===== src/rtl/imem_stream_loader.sv =====
// -----------------------------------------------------------------------------
// imem_stream_loader
//
// Receives a program as a valid/ready byte stream, assembles little-endian
// 32-bit words, writes them into instruction memory and checks an XOR checksum
// over the data bytes. When the checksum matches, the core is released from
// reset.
//
// Stream format: N[7:0], N[15:8], 4*N data bytes (LSB of each word first),
// then one checksum byte equal to the XOR of all data bytes.
//
// Parameters
//   DEPTH_WORDS  instruction memory capacity in words (1..65535)
//   BASE_ADDR    byte address of word 0 (word aligned)
//
// Ports
//   clk          clock
//   rst          asynchronous active-low reset
//   start        one-cycle pulse, starts a (re)load from IDLE/DONE/ERR
//   s_valid      byte stream valid
//   s_ready      byte stream ready
//   s_data       byte stream data
//   imem_we      instruction memory write enable, one cycle per word
//   imem_addr    byte address of the word being written
//   imem_wdata   assembled word
//   core_rst     active-high reset to the core, low only after a good load
//   busy         high from LEN_LO through CSUM
//   done         load completed and checksum matched
//   err          length out of range or checksum mismatch
//   words_loaded words written in the current load
// -----------------------------------------------------------------------------
module imem_stream_loader #(
  parameter int unsigned DEPTH_WORDS = 256,
  parameter logic [31:0] BASE_ADDR   = 32'h0000_0000
) (
  input  logic        clk,
  input  logic        rst,
  input  logic        start,
  input  logic        s_valid,
  output logic        s_ready,
  input  logic [7:0]  s_data,
  output logic        imem_we,
  output logic [31:0] imem_addr,
  output logic [31:0] imem_wdata,
  output logic        core_rst,
  output logic        busy,
  output logic        done,
  output logic        err,
  output logic [15:0] words_loaded
);

  typedef enum logic [2:0] {
    ST_IDLE   = 3'd0,
    ST_LEN_LO = 3'd1,
    ST_LEN_HI = 3'd2,
    ST_DATA   = 3'd3,
    ST_WRITE  = 3'd4,
    ST_CSUM   = 3'd5,
    ST_DONE   = 3'd6,
    ST_ERR    = 3'd7
  } state_t;

  // One extra bit so the length compare covers DEPTH_WORDS = 65535.
  localparam logic [16:0] DEPTH_LIMIT = DEPTH_WORDS[16:0];

  // Byte-consuming states drive s_ready.
  function automatic logic ready_in(input state_t st);
    case (st)
      ST_LEN_LO, ST_LEN_HI, ST_DATA, ST_CSUM: ready_in = 1'b1;
      default:                                ready_in = 1'b0;
    endcase
  endfunction

  // Every state between the start of a load and its verdict is busy.
  function automatic logic busy_in(input state_t st);
    case (st)
      ST_LEN_LO, ST_LEN_HI, ST_DATA, ST_WRITE, ST_CSUM: busy_in = 1'b1;
      default:                                          busy_in = 1'b0;
    endcase
  endfunction

  state_t      state_q;
  state_t      state_d;
  logic        s_ready_q;
  logic        imem_we_q;
  logic [31:0] imem_addr_q;
  logic [31:0] imem_wdata_q;
  logic        core_rst_q;
  logic        busy_q;
  logic        done_q;
  logic        err_q;
  logic [15:0] words_loaded_q;
  logic [7:0]  len_lo_q;
  logic [15:0] len_q;
  logic [23:0] word_q;      // bytes 0..2 of the word in progress
  logic [1:0]  byte_idx_q;
  logic [7:0]  csum_q;

  logic        accept_s;
  logic        start_load_s;
  logic [15:0] len_s;
  logic        last_word_s;
  logic [31:0] word_addr_s;

  // Handshake, length and address helpers shared by next-state and datapath.
  always_comb begin
    accept_s     = s_valid & s_ready_q;
    start_load_s = start & ((state_q == ST_IDLE) | (state_q == ST_DONE) |
                            (state_q == ST_ERR));
    len_s        = {s_data, len_lo_q};
    // Only evaluated in WRITE, where len_q is at least 1.
    last_word_s  = (words_loaded_q == (len_q - 16'd1));
    word_addr_s  = BASE_ADDR + {14'd0, words_loaded_q, 2'b00};
  end

  // Next-state decode of the load sequencer.
  always_comb begin
    state_d = state_q;
    case (state_q)
      ST_IDLE, ST_DONE, ST_ERR: begin
        if (start) begin
          state_d = ST_LEN_LO;
        end else begin
          state_d = state_q;
        end
      end
      ST_LEN_LO: begin
        if (accept_s) begin
          state_d = ST_LEN_HI;
        end else begin
          state_d = state_q;
        end
      end
      ST_LEN_HI: begin
        // Overflow is decided here, before any memory write can happen.
        if (accept_s) begin
          if (len_s == 16'd0) begin
            state_d = ST_CSUM;
          end else if ({1'b0, len_s} > DEPTH_LIMIT) begin
            state_d = ST_ERR;
          end else begin
            state_d = ST_DATA;
          end
        end else begin
          state_d = state_q;
        end
      end
      ST_DATA: begin
        if (accept_s && (byte_idx_q == 2'd3)) begin
          state_d = ST_WRITE;
        end else begin
          state_d = state_q;
        end
      end
      ST_WRITE: begin
        if (last_word_s) begin
          state_d = ST_CSUM;
        end else begin
          state_d = ST_DATA;
        end
      end
      ST_CSUM: begin
        if (accept_s) begin
          if (s_data == csum_q) begin
            state_d = ST_DONE;
          end else begin
            state_d = ST_ERR;
          end
        end else begin
          state_d = state_q;
        end
      end
      default: state_d = ST_IDLE;
    endcase
  end

  // Sequencer state, registered outputs and word/checksum datapath.
  always_ff @(posedge clk or negedge rst) begin
    if (!rst) begin
      state_q        <= ST_IDLE;
      s_ready_q      <= 1'b0;
      imem_we_q      <= 1'b0;
      imem_addr_q    <= 32'h0000_0000;
      imem_wdata_q   <= 32'h0000_0000;
      core_rst_q     <= 1'b1;
      busy_q         <= 1'b0;
      done_q         <= 1'b0;
      err_q          <= 1'b0;
      words_loaded_q <= 16'd0;
      len_lo_q       <= 8'h00;
      len_q          <= 16'd0;
      word_q         <= 24'h00_0000;
      byte_idx_q     <= 2'd0;
      csum_q         <= 8'h00;
    end else begin
      state_q    <= state_d;
      // Outputs are decoded from the next state so they line up with it.
      s_ready_q  <= ready_in(state_d);
      busy_q     <= busy_in(state_d);
      imem_we_q  <= (state_d == ST_WRITE);
      done_q     <= (state_d == ST_DONE);
      err_q      <= (state_d == ST_ERR);
      // A reload re-asserts core reset on the same edge that enters LEN_LO.
      core_rst_q <= (state_d != ST_DONE);

      if (start_load_s) begin
        words_loaded_q <= 16'd0;
        csum_q         <= 8'h00;
        byte_idx_q     <= 2'd0;
        word_q         <= 24'h00_0000;
      end else begin
        case (state_q)
          ST_LEN_LO: begin
            if (accept_s) begin
              len_lo_q <= s_data;
            end
          end
          ST_LEN_HI: begin
            if (accept_s) begin
              len_q <= len_s;
            end
          end
          ST_DATA: begin
            if (accept_s) begin
              csum_q     <= csum_q ^ s_data;
              byte_idx_q <= byte_idx_q + 2'd1;
              case (byte_idx_q)
                2'd0:    word_q[7:0]   <= s_data;
                2'd1:    word_q[15:8]  <= s_data;
                2'd2:    word_q[23:16] <= s_data;
                default: begin
                  // Last byte: launch the completed word for the WRITE cycle.
                  imem_wdata_q <= {s_data, word_q};
                  imem_addr_q  <= word_addr_s;
                end
              endcase
            end
          end
          ST_WRITE: begin
            words_loaded_q <= words_loaded_q + 16'd1;
          end
          default: begin
          end
        endcase
      end
    end
  end

  assign s_ready      = s_ready_q;
  assign imem_we      = imem_we_q;
  assign imem_addr    = imem_addr_q;
  assign imem_wdata   = imem_wdata_q;
  assign core_rst     = core_rst_q;
  assign busy         = busy_q;
  assign done         = done_q;
  assign err          = err_q;
  assign words_loaded = words_loaded_q;

endmodule


===== config.mk =====
export PLATFORM = sky130hd
export DESIGN_NAME = imem_stream_loader
export DESIGN_NICKNAME = d
export VERILOG_FILES = /design/src/rtl/imem_stream_loader.sv
export SDC_FILE = /design/constraint.sdc
export NUM_CORES = 1
export LEC_CHECK = 0
export ABC_CLOCK_PERIOD_IN_PS = 1900
export CORE_ASPECT_RATIO = 1.75
export CORE_MARGIN = 4
export CORE_UTILIZATION = 49
export DETAILED_ROUTE_END_ITERATION = 8
export PLACE_DENSITY = 0.84
export SLEW_MARGIN = 20
export SYNTH_ARGS = -nofsm -noshare
export SYNTH_HDL_FRONTEND = slang
export SYNTH_SLANG_ARGS = --single-unit

===== constraint.sdc =====
create_clock -name clk -period 1.9 [get_ports clk]
set_input_delay 0.38 -clock clk [delete_from_list [all_inputs] [get_ports clk]]
set_output_delay 0.38 -clock clk [all_outputs]
set_load 0.005 [all_outputs]

---- Yosys cells after proc, flatten, opt, wreduce, memory -nomap -nowiden ----
Index checks and enable logic that the tools add are counted.
storage, ports and cells
  register bits after elaboration ......... 131
  bits of input ports ..................... 12
  logic and storage cells ................. 95
cells by class
  $add $sub $neg .......................... 3
  magnitude comparators ................... 1
  eq/ne operators ......................... 20
  multiplexer cells ....................... 26
  bitwise gates (word level) .............. 7
  reduce and logical (&&, ||, !) cells .... 21
operators with widths
  cell                     count
  $mux W24                 3
  $mux W8                  6
  $mux W16                 2
  $eq A3 B3 Y1 const B     8
  $mux W3                  8
  $pmux W3 S6              1
  $add A16 B1 Y16 const B  1
  $eq A16 B16 Y1           1
  $gt A16 B9 Y1 const B    1
  $logic_not A16 Y1        1
  $sub A16 B1 Y16 const B  1
  $reduce_and A3 Y1        5
  $eq A3 B2 Y1 const B     4
  $reduce_bool A2 Y1       6
  $eq A8 B8 Y1             1
  $xor A8 B8 Y8            1
  $eq A3 B1 Y1 const B     2
  $mux W2                  3
  $reduce_or A3 Y1         2
  $reduce_or A5 Y1         1
  $eq A2 B2 Y1 const B     2
  $reduce_and A4 Y1        1
  $reduce_or A4 Y1         1
  $logic_not A3 Y1         1
  10 further kinds         15

---- Longest topological paths before layout ----
  depth in word-level cells ............... 8
  depth in mapped cells ................... 8

---- Least setup slack after synthesis ----
Ideal clock, no wire load.
  path type ............................... register to register
  from .................................... register byte_idx_q[0]
  to ...................................... register busy_q (netlist: busy)
  library setup time ...................... 0.143 ns
  data arrival time ....................... 1.961 ns
  required time ........................... 1.757 ns
  setup slack ............................. -0.205 ns
  cell stages (with the launch flop) ...... 8
  clock period less this slack ............ 2.105 ns
  cell sequence ........................... dfrtp_1 > ha_1 > nor3b_1 > or4_1 > or4_1 > a31o_2 > nand2b_2 > o211ai_2
on the way
  longest elaborated chain between the ends .. 7
  elaborated cells between the ends (all ways) .. 11
  those cells by class .................... 6 x eq/ne; 3 x mux; 2 x reduce/logical
RTL lines
  item                                        line  RTL
  start: declaration                          96    logic [1:0] byte_idx_q;
  start signal: assignment                    226   byte_idx_q <= byte_idx_q + 2'd1;
  $eq A2 B2 Y1 (*)                            149   if (accept_s && (byte_idx_q == 2'd3)) begin
  $logic_and A1 B1 Y1 (*)                     149
  $mux W3 (*)                                 149
  $pmux W3 S6 (*)                             119   case (state_q)
  $eq A3 B3 Y1, or another cell as far along  76    case (st)
  $reduce_or A5 Y1 (*)                        76
  $mux W1 (*)                                 76
  end signal: assignment                      199   busy_q <= busy_in(state_d);
  end: declaration                            89    logic busy_q;
Every way passes the cells marked *; elsewhere a longest branch is shown, timed or not.
A chain may end at the register's enable or synchronous reset.

---- Worst setup path after layout ----
  from .................................... register len_q[1]
  to ...................................... register state_q[1]
on the way
  longest elaborated chain between the ends .. 4
RTL lines
  item                      line  RTL
  start: declaration        94    logic [15:0] len_q;
  start signal: assignment  220   len_q <= len_s;
  $sub A16 B1 Y16           112   last_word_s = (words_loaded_q == (len_q - 16'd1));
  $eq A16 B16 Y1            112
  $mux W3                   156   if (last_word_s) begin
  $pmux W3 S6               119
  named net state_d[1]      83    state_t state_d;
  end signal: assignment    196   state_q <= state_d;
  end: declaration          82    state_t state_q;
The timed path passes the listed nets, and every way through them passes these cells.

==> metrics.md <==
| Metric | Value |
|---|---|
| First-pass GRT wire length | `27440 um` |
| Int Pwr | `0.008971 W` |
| Synth Warn # | `0` |
| Switching pwr | `0.004683 W` |
| Via count | `4980` |
| Fmax | `439.2 MHz` |
| Placed Cells | `851` |
| IO Count | `98` |
| Clk network pwr share | `23.4%` |
| Flop pwr share | `34.6%` |
| Port bufs | `81` |
| Num CTS Buffers | `17` |
| Worst setup EP type | `flop` |
| Initial antenna violation count | `0` |
| Worst path required time | `2.20 ns` |
| Place WS | `-0.7116 ns` |
| Peak supply drop | `873.1 uV` |
| Share of cells above drive strength 1 | `33.20%` |
| DP HPWL | `11250 um` |
| Largest net degree at the start of global routing | `51` |
| Hold Vio Cnt, Final | `0` |
| Finished Layout Cells | `897` |
| Ys flop type | `dfrtp_1` |
| GPL Wtd Cong | `0.8780` |
| Setup Skew | `0.005837 ns` |
| CTS HTree Levels | `4` |
| TritonCTS clock tree | `done` |
| Die span in y | `156.1 um` |
| Startpoint Class | `flop` |
| PnR worst setup slack | `-0.3768 ns` |
| Number of cell rows | `53` |
| Core Footprint | `12140 um2` |
| Vias/cell | `5.552` |
| P_leak | `3.901 nW` |
| Ant. Diodes | `0` |
| Sequential fraction of the synthesis area | `53.40%` |
| Die extent in x | `92.63 um` |
| Mapped Avg Cell Area | `10.99 um2` |
| Number of global-route vias before repair | `5469` |
| Min-delay worst type | `input pin to asynchronous set/reset pin` |
| Worst-path maximum fanout | `4` |
| Tmin final | `2.277 ns` |
| Die ar. | `14460 um2` |
| GRT Total Usage | `24.45%` |
| Power per Cell Area | `1599 nW/um2` |
| Critical path class | `flop to flop` |
| Layout area overhead | `39.06%` |
| Mapped Cells | `559` |
| Post-DRT Antenna Nets | `0` |
| Grt ovf | `0` |
| Reg clk slew, reported paths | `0.06 ns` |
| EDFF count, synth | `0` |
| Status | `complete, but fails checks` |
| # DRC | `0` |
| DR iter-0 viols | `274` |
| WL per Instance | `19.37 um` |
| Skew-Pair Late Insertion Delay | `0.42 ns` |
| Finish-stage setup viols | `13` |
| RSZ-0062 raised after global routing | `yes` |
| Max cap viols | `0` |
| Final Max Tran Viols | `0` |
| Root Buffer | `clkbuf_16` |
| Logic pwr share | `41.9%` |
| Longest Clk Path Bufs | `2` |
| Switching fraction of total power | `34.30%` |
| Nets@finish | `737` |
| Pre-antenna DRT Iters | `5` |
| CTS sink cnt | `131` |
| Final WL | `17370 um` |
| Period utilisation layout | `119.8%` |
| Asr flop ratio synth | `100.0%` |
| Most frequent cells in the layout | `dfrtp_1, buf_4, clkdlybuf4s50_1` |
| Arrival time worst endpoint | `2.58 ns` |
| Initial core utilization | `50.60%` |
| Post-synthesis cell type count | `48` |
| Failing checks | `setup timing` |
| Synthesized area | `6141 um2` |
| Flops & latches, synth | `131` |
| Most common cell after layout, fill and taps aside | `dfrtp_1` |
power groups by stage:
| stage | sequential (W) | clock [W] | combinational, W |
|---|---|---|---|
| 2_1_floorplan | 0.00461 | 0 | 0.00263 |
| 3_3_place_gp | 0.00459 | 0 | 0.00489 |
| 3_5_place_dp | 0.00466 | 0 | 0.00515 |
| 4_1_cts | 0.00468 | 0.00322 | 0.00540 |
| 5_1_grt | 0.00484 | 0.00336 | 0.00615 |
| 6_report | 0.00473 | 0.00320 | 0.00573 |
cell usage after synthesis (8+ instances only):
cell type	instances	area share [%]
xnor2_1	29	4.1
dfrtp_1	130	53
nand2_1	52	3.2
nor3_1	9	0.73
buf_4	16	2.0
o21ai_0	8	0.65
nand3_1	34	2.8
nor2_1	35	2.1
mux2_2	70	13
nand4_1	8	0.82
a21oi_1	36	2.9
inv_1	12	0.73
clkbuf_1	28	1.7
xor2_1	23	3.3
layer usage:
layer | vias up | global-route usage, % | wire [um]
li1 | 2207 | - | -
met1 | 2504 | 24.45 | 6105
met2 | 189 | 45.46 | 9694
met3 | 80 | 4.295 | 642
met4 | 0 | 16.14 | 930
met5 | - | 0 | 0
critical path, stage by stage (launching register included):
cell and delay (ns):
dfrtp_1 0.43, nor4_2 0.44, nand2_1 0.19, a2111o_1 0.44, nor3b_2 0.25, nand4_1 0.20, a2bb2oi_2 0.21
layout make-up:
class / count / area [um2]
Clock buffer: 17 / 425.4
Clock inverter: 15 / 157.7
Fill cell: 771 / 3596
Inverter: 12 / 45.04
Multi-Input combinational cell: 381 / 2826
Sequential cell: 131 / 3282
Tap cell: 165 / 206.4
Timing Repair Buffer: 176 / 1597
per-stage QoR:
| step | util, % | setup TNS (ns) | cell area (um2) | hold slack [ns] | total power, W |
|---|---|---|---|---|---|
| 6_report | 70.37 | -1.572 | 8539 | 0.4474 | 0.01365 |
| 5_1_grt | 70.37 | -2.699 | 8539 | 0.4849 | 0.01434 |
| 4_1_cts | 69.25 | -1.223 | 8404 | 0.4649 | 0.01331 |
| 3_5_place_dp | 63.38 | -30.65 | 7691 | 0.3454 | 0.009815 |
| 3_3_place_gp | 63.38 | -24.95 | 7691 | 0.3472 | 0.009483 |
| 2_1_floorplan | - | -0.2993 | 6250 | 0.08441 | 0.007237 |
path summary, 6_finish.rpt:
kind	slack, ns	end	depth (start not counted)	start
setup / recovery	-0.38	state_q[1]	6	len_q[1]
hold / removal	0.45	len_q[11]	2	rst
setup reg to reg	-0.38	state_q[1]	6	len_q[1]
hold reg to reg	0.50	imem_addr[12]	2	imem_addr[12]
max in group asynchronous	0.90	csum_q[7]	3	rst
min in group clk	0.50	imem_addr[12]	2	imem_addr[12]
logic make-up after synthesis:
logic type                 count (synthesis)  share of synthesized area, %
AOI/OAI and AO/OA                         58                         5.481
xor gates and xnor gates                  52                         7.416
adders and majority gates                  6                         1.222
buffers and inverters                     62                         4.808
DFF                                      131                         53.40
muxes                                     74                         13.49
other                                      1                       0.06107
and+or+nand+nor                          175                         14.12
repair_timing:
action,CTS,global route
buffers inserted,7,6
setup endpoints to repair,27,32
gates cloned,0,0
resized for setup,14,25
pin swaps,8,8
endpoints found under the hold margin,24,0
hold buffers,1,0
flip-flops by register name, summed over array words and instances, names as in the netlist, 2 cells and up:
name and cells:
len_q 16, len_lo_q 8, words_loaded 16, state_q 3, imem_wdata 32, word_q 24, csum_q 8, imem_addr 16
byte_idx_q 2
No activity file was read; power rests on OpenSTA's default activity.
